File: config.mk
export PLATFORM = sky130hd
export DESIGN_NAME = frame_capture_writer
export DESIGN_NICKNAME = d
export VERILOG_FILES = /design/src/rtl/state_pkg.sv /design/src/rtl/pixel_packer.sv /design/src/rtl/frame_capture_writer.sv
export SDC_FILE = /design/constraint.sdc
export NUM_CORES = 1
export LEC_CHECK = 0
export CELL_PAD_IN_SITES_DETAIL_PLACEMENT = 0
export CELL_PAD_IN_SITES_GLOBAL_PLACEMENT = 1
export CORE_ASPECT_RATIO = 1.25
export CORE_MARGIN = 3
export CORE_UTILIZATION = 30
export DETAILED_ROUTE_END_ITERATION = 10
export MAX_ROUTING_LAYER = met4
export PLACE_DENSITY = 0.69
export REMOVE_ABC_BUFFERS = 1
export SYNTH_ARGS = -nofsm -noshare
export SYNTH_HDL_FRONTEND = slang
export SYNTH_HIERARCHICAL = 1
export SYNTH_SLANG_ARGS = --single-unit
export TNS_END_PERCENT = 1
File: constraint.sdc
create_clock -name i_clk -period 9.28 [get_ports i_clk]
set_input_delay 1.392 -clock i_clk [delete_from_list [all_inputs] [get_ports i_clk]]
set_output_delay 1.392 -clock i_clk [all_outputs]
set_load 0.02 [all_outputs]
File: src/rtl/state_pkg.sv
// Shared state types and helpers for the frame capture path.
package state_pkg;

  typedef enum logic [1:0] {
    IDLE    = 2'd0,
    WAIT_VS = 2'd1,
    CAPTURE = 2'd2,
    DONE    = 2'd3
  } cap_state_t;

  typedef enum logic [0:0] {
    V_BLANK  = 1'b0,
    V_ACTIVE = 1'b1
  } Vstate_t;

  typedef enum logic [0:0] {
    H_BLANK  = 1'b0,
    H_ACTIVE = 1'b1
  } Hstate_t;

  localparam int unsigned LANES = 4;
  localparam int unsigned WIN_W = 11;

  function automatic logic in_window(input logic [WIN_W-1:0] pos,
                                     input logic [WIN_W-1:0] lo,
                                     input logic [WIN_W-1:0] hi);
    return (pos >= lo) && (pos <= hi);
  endfunction

endpackage

File: src/rtl/pixel_packer.sv
// Packs accepted pixels four to a memory word, lane 0 first; a flush emits a
// partial word with the unfilled lanes zero.
module pixel_packer
  import state_pkg::*;
#(
  parameter int DATA_WIDTH = 24,
  parameter int MEM_WIDTH  = DATA_WIDTH * 4
) (
  input  logic                  clk,
  input  logic                  rst,
  input  logic                  clr,
  input  logic                  pix_valid,
  input  logic [DATA_WIDTH-1:0] pix_data,
  input  logic                  flush,
  output logic                  word_valid,
  output logic [MEM_WIDTH-1:0]  word_data
);

  logic [1:0]           lane_q, lane_d;
  logic [MEM_WIDTH-1:0] pack_q, pack_d, merged;

  // Lane insertion, word completion and flush.
  always_comb begin
    merged = pack_q;
    case (lane_q)
      2'd0:    merged[0*DATA_WIDTH +: DATA_WIDTH] = pix_data;
      2'd1:    merged[1*DATA_WIDTH +: DATA_WIDTH] = pix_data;
      2'd2:    merged[2*DATA_WIDTH +: DATA_WIDTH] = pix_data;
      2'd3:    merged[3*DATA_WIDTH +: DATA_WIDTH] = pix_data;
      default: merged = pack_q;
    endcase

    lane_d     = lane_q;
    pack_d     = pack_q;
    word_valid = 1'b0;
    word_data  = pack_q;
    if (clr) begin
      lane_d = 2'd0;
      pack_d = '0;
    end else if (pix_valid) begin
      if (lane_q == 2'd3) begin
        word_valid = 1'b1;
        word_data  = merged;
        lane_d     = 2'd0;
        pack_d     = '0;
      end else begin
        lane_d = lane_q + 2'd1;
        pack_d = merged;
      end
    end else if (flush) begin
      word_valid = (lane_q != 2'd0);
      word_data  = pack_q;
      lane_d     = 2'd0;
      pack_d     = '0;
    end else begin
      lane_d = lane_q;
      pack_d = pack_q;
    end
  end

  // Lane counter and pack register.
  always_ff @(posedge clk) begin
    if (rst) begin
      lane_q <= 2'd0;
      pack_q <= '0;
    end else begin
      lane_q <= lane_d;
      pack_q <= pack_d;
    end
  end

endmodule

File: src/rtl/frame_capture_writer.sv
// Captures a rectangular window of each video frame into a word-wide frame
// memory, four pixels per word, one frame per vsync-to-vsync interval.
module frame_capture_writer
  import state_pkg::*;
#(
  parameter int DATA_WIDTH = 24,
  parameter int HRES       = 320,
  parameter int VRES       = 240,
  parameter int ADDR_DEPTH = HRES * VRES / 4,
  parameter int ADDR_WIDTH = $clog2(ADDR_DEPTH),
  parameter int MEM_WIDTH  = DATA_WIDTH * 4
) (
  input  logic                  i_clk,
  input  logic                  rst,
  input  logic                  i_vsync,
  input  logic                  i_hsync,
  input  logic                  i_de,
  input  logic [DATA_WIDTH-1:0] i_data,
  input  logic [10:0]           i_PSC,
  input  logic [10:0]           i_PEC,
  input  logic [10:0]           i_SR,
  input  logic [10:0]           i_ER,
  input  logic                  i_cap_en,
  output logic                  o_fmem_csn,
  output logic                  o_fmem_wen,
  output logic [ADDR_WIDTH-1:0] o_fmem_addr,
  output logic [MEM_WIDTH-1:0]  o_fmem_din,
  output logic                  o_frame_done,
  output logic                  o_busy,
  output logic                  o_overflow
);

  localparam logic [ADDR_WIDTH-1:0] LAST_ADDR = ADDR_WIDTH'(ADDR_DEPTH - 1);

  cap_state_t            state_q, state_d;
  logic                  vsync_q, de_q;
  logic [10:0]           col_q, col_d, row_q, row_d;
  logic [ADDR_WIDTH-1:0] waddr_q, waddr_d, addr_q, addr_d;
  logic                  full_q, full_d, ovf_q, ovf_d;
  logic                  csn_q, csn_d, wen_q, wen_d;
  logic [MEM_WIDTH-1:0]  din_q, din_d;
  logic                  done_q, done_d, busy_q, busy_d;
  logic                  vs_rise, de_fall, in_cap, enter_cap;
  logic                  accept, flush, word_valid;
  logic [MEM_WIDTH-1:0]  word_data;

  assign vs_rise = i_vsync & ~vsync_q;
  assign de_fall = de_q & ~i_de;
  assign in_cap  = (state_q == CAPTURE);
  assign accept  = in_cap && i_de && in_window(col_q, i_PSC, i_PEC)
                                  && in_window(row_q, i_SR, i_ER);
  assign flush   = in_cap && de_fall;

  // Frame sequencing; the status outputs follow the next state so they are registered.
  always_comb begin
    state_d = state_q;
    case (state_q)
      IDLE:    if (i_cap_en) state_d = WAIT_VS;  else state_d = IDLE;
      WAIT_VS: if (vs_rise)  state_d = CAPTURE;  else state_d = WAIT_VS;
      CAPTURE: if (vs_rise)  state_d = DONE;     else state_d = CAPTURE;
      DONE:    if (i_cap_en) state_d = CAPTURE;  else state_d = IDLE;
      default: state_d = IDLE;
    endcase
    enter_cap = (state_d == CAPTURE) && !in_cap;
    done_d    = (state_d == DONE);
    busy_d    = (state_d != IDLE);
  end

  pixel_packer #(
    .DATA_WIDTH (DATA_WIDTH),
    .MEM_WIDTH  (MEM_WIDTH)
  ) u_packer (
    .clk        (i_clk),
    .rst        (rst),
    .clr        (enter_cap),
    .pix_valid  (accept),
    .pix_data   (i_data),
    .flush      (flush),
    .word_valid (word_valid),
    .word_data  (word_data)
  );

  // Position counters and memory write issue.
  always_comb begin
    col_d   = col_q;
    row_d   = row_q;
    waddr_d = waddr_q;
    full_d  = full_q;
    ovf_d   = ovf_q;
    csn_d   = 1'b1;
    wen_d   = 1'b1;
    addr_d  = addr_q;
    din_d   = din_q;
    if (enter_cap) begin
      col_d   = 11'd0;
      row_d   = 11'd0;
      waddr_d = '0;
      full_d  = 1'b0;
      ovf_d   = 1'b0;
    end else if (in_cap) begin
      if (i_de) begin
        col_d = col_q + 11'd1;
      end else if (de_fall) begin
        col_d = 11'd0;
        row_d = row_q + 11'd1;
      end else if (i_hsync) begin
        col_d = 11'd0;
      end else begin
        col_d = col_q;
      end
      // Once the last word is written, further words are dropped, not wrapped.
      if (word_valid) begin
        if (full_q) begin
          ovf_d = 1'b1;
        end else begin
          csn_d  = 1'b0;
          wen_d  = 1'b0;
          addr_d = waddr_q;
          din_d  = word_data;
          if (waddr_q == LAST_ADDR) full_d = 1'b1;
          else                      waddr_d = waddr_q + 1'b1;
        end
      end else begin
        csn_d = 1'b1;
      end
    end else begin
      col_d = col_q;
    end
  end

  // State and output registers.
  always_ff @(posedge i_clk) begin
    if (rst) begin
      state_q <= IDLE;
      vsync_q <= 1'b0;
      de_q    <= 1'b0;
      col_q   <= 11'd0;
      row_q   <= 11'd0;
      waddr_q <= '0;
      full_q  <= 1'b0;
      ovf_q   <= 1'b0;
      csn_q   <= 1'b1;
      wen_q   <= 1'b1;
      addr_q  <= '0;
      din_q   <= '0;
      done_q  <= 1'b0;
      busy_q  <= 1'b0;
    end else begin
      state_q <= state_d;
      vsync_q <= i_vsync;
      de_q    <= i_de;
      col_q   <= col_d;
      row_q   <= row_d;
      waddr_q <= waddr_d;
      full_q  <= full_d;
      ovf_q   <= ovf_d;
      csn_q   <= csn_d;
      wen_q   <= wen_d;
      addr_q  <= addr_d;
      din_q   <= din_d;
      done_q  <= done_d;
      busy_q  <= busy_d;
    end
  end

  assign o_fmem_csn   = csn_q;
  assign o_fmem_wen   = wen_q;
  assign o_fmem_addr  = addr_q;
  assign o_fmem_din   = din_q;
  assign o_frame_done = done_q;
  assign o_busy       = busy_q;
  assign o_overflow   = ovf_q;

endmodule

==> flow_summary.yaml <==
run_status:
  outcome: "finished clean"
sta:
  hold_viol: 0
  drv_slew: 0
  grt_setup_unrepaired: "no"
  setup_viol_count_final: 0
  max_freq_ghz: 0.178
  finalCriticalPeriod_ps: 5620
  worst_pin_slew_ps: 1200
  max-slew-margin-rel: 0.203
  skew_ps: 15.7
  post-route-period-util: 0.606
  final.setup.tns_ps: 0
routing:
  dr.first_iter.drc_count: 519
  firstDrtPassIters: 5
  routed_wl_um: 32200
  route.detailed.drc: 0
  viasPerCell: 5.00
  wire_per_inst_um: 17.2
  vias: 9376
  drtAntennaViolNets: 0
global_routing:
  grt_pass1_wl_um: 50100
  use_met3: 0.0294
  antenna_found_initial: 0
  grt_util_met1: 0.192
  grt.busiest_layer: "met2"
  track_usage: 0.156
  grt_pass1_vias: 9105
  grtUsageMet2: 0.267
  grt_max_degree: 97
  grt_overflow: 0
min_path:
  hp-start: "o_fmem_din[82]"
  worstHoldEndpoint: "o_fmem_din[82]"
  hold_class: "flop to flop"
  min_path_cells: 2
floorplan:
  rows: 79
  die_x_um: 181
  start_util: 0.305
  die_h_um: 224
  dieArea_um2: 40500
  pin_count: 190
  core_um2: 37500
setup_path:
  critPathCaptureType: "flop"
  critPathArrivalTime_ps: 6070
  slowest_delay_ps: 900
  timing.rr.start: "row_q[0]"
  crit_start: "i_SR[2]"
  cp.required_ps: 9730
  r2r-end: "o_fmem_din[60]"
  crit_type: "primary input to flop"
  path_cells: "clkdlybuf4s50_1, inv_1, ha_1, nand2_1, o21ai_0, a21oi_1, o21ai_0, nor4bb_2, a22oi_1, nor2_1, and4bb_4, buf_4, nand2_1, a21oi_1"
  critical-path-top-delay-family: "simple AND/OR/NAND/NOR gates"
  cp-start-kind: "primary input"
  r2r_setup_slack_ps: 4490
  critPathBufInv: 3
  path_max_fanout: 75
  reg2regPathDepth: 13
  cp_slowest_cell: "nor4bb_2"
place:
  place_area_um2: 13600
  io_buffers: 189
  gp_congestion: 0.826
  dp_hpwl_um: 20400
cells_and_area:
  final_cell_area_um2: 14600
  fill_cells: 3740
  drive_above_1_share: 0.143
  finalNetCount: 1495
  final_cell_mix: "dfxtp_1 (255), nand2_1 (239), clkdlybuf4s50_1 (188)"
  syn_to_final_growth_pct: 27.4
  seq_area_um2: 5100
  multi_input_area_um2: 5740
  antennaDiodeCount: 0
  final_common_cell: "dfxtp_1"
yosys:
  ys_warn_count: 6
  ys_types: 60
  syn_avg_cell_area_um2: 9.32
  synth_ff_type: "dfxtp_1"
  yosys_register_bits: 255
  async_reset_ff_frac: 0
  mappedNetlistArea_um2: 11400
  syn_inst: 1226
  yosysSeqAreaShare: 0.447
  synth_edf_count: 0
clock_network:
  path_clk_slew_ps: 60
  clock-root-buffer: "clkbuf_16"
  cts_hold_buf: 0
  cts_max_level: 1
  cts_buffer_depth: 3
  cts_tree: "yes"
  cts.sinks: 255
  cts_resized: 0
  cts_made_buffers: 28
  postCtsSetupRepairBufs: 0
  worstSkewPairLatency_ps: 540
pwr:
  p_leak_nw: 5.49
  ir_drop_mv: 0.108
  power_density_nw_per_um2: 161
flow_run:
  cap_violations: 0
## cells by family after synthesis
logic type | Yosys count | share of synthesized area
multiplexers | 97 | 0.0955
XOR/XNOR | 26 | 0.0199
AO/OA/AOI/OAI | 277 | 0.176
buffers and inverters | 135 | 0.0544
flip-flops | 255 | 0.447
adder cells (fa/ha/maj) | 52 | 0.0569
AND/OR/NAND/NOR | 384 | 0.150
## cells in the mapped netlist (all sizes together) (11+ instances only)
master / number / area, µm²
inv: 49 / 184
o21ai: 20 / 104
buf: 46 / 288
nor2: 50 / 188
clkbuf: 40 / 150
a32o: 95 / 977
nand3: 16 / 80.1
nand2: 242 / 916
xnor2: 11 / 96.3
ha: 52 / 651
a21oi: 137 / 734
dfxtp: 255 / 5100
mux2: 96 / 1080
xor2: 15 / 131
nand4: 13 / 81.3
## through the flow
stage	power [W]	utilization	hold slack (ps)	worst slack, ps	std cells
final	0.00235	0.389	450	3660	1874
after global routing	0.00243	0.389	469	3120	1874
after CTS	0.00238	0.389	452	3610	1874
after detailed placement	0.00124	0.363	443	3020	1825
after global placement	0.00124	0.363	435	3150	1825
after floorplan	0.00116	-	428	1940	1140
## state kept, by name, indices dropped and copies added, names as in the netlist, 2 cells and up
| name | cells |
|---|---|
| o_fmem_din | 96 |
| waddr_q | 15 |
| u_packer/pack_q | 96 |
| col_q | 11 |
| u_packer/lane_q | 2 |
| row_q | 11 |
| state_q | 2 |
| o_fmem_addr | 15 |
## per-layer routing
| metal | vias up | part of all wire |
|---|---|---|
| li1 | 4632 | - |
| met1 | 4505 | 0.44 |
| met2 | 204 | 0.48 |
| met3 | 35 | 0.055 |
| met4 | 0 | 0.018 |
| met5 | - | 0 |
## where the power goes
part	leakage, nW	internal [W]	switching [W]
registers	2.05	0.00110	0.00000226
clock network	0.462	0.000685	0.000449
logic	2.97	0.0000436	0.0000717
total	5.49	0.00183	0.000523
## worst max-delay path by stage
stage | to | slack, ps | cells past startpoint
CTS | o_fmem_din[60] | 3610 | 14
floorplan | waddr_q[2] | 1940 | 12
global route | o_fmem_din[88] | 3120 | 14
detailed placement | o_fmem_din[88] | 3020 | 14
global placement | o_fmem_addr[5] | 3150 | 14
finish | o_fmem_din[60] | 3660 | 14
## worst register-to-register path: stages, from the launching register on
cell,delay (ps)
dfxtp_1,420
inv_1,100
ha_1,280
nor2b_1,40
o21ai_0,330
a21oi_1,150
o21ai_0,230
nor4bb_2,910
a22oi_1,210
nor2_1,290
and4bb_4,620
buf_4,770
nand2_1,210
a21oi_1,150
## layout make-up
cell class                 count  share of cell area
clock buffer                  39              0.0579
clock inverter                10             0.00756
inverter                      49              0.0126
multi-input combinational    836               0.394
sequential                   255               0.351
tap                          486              0.0418
timing repair buffer         199               0.135
No activity file was read; power rests on OpenSTA's default activity.
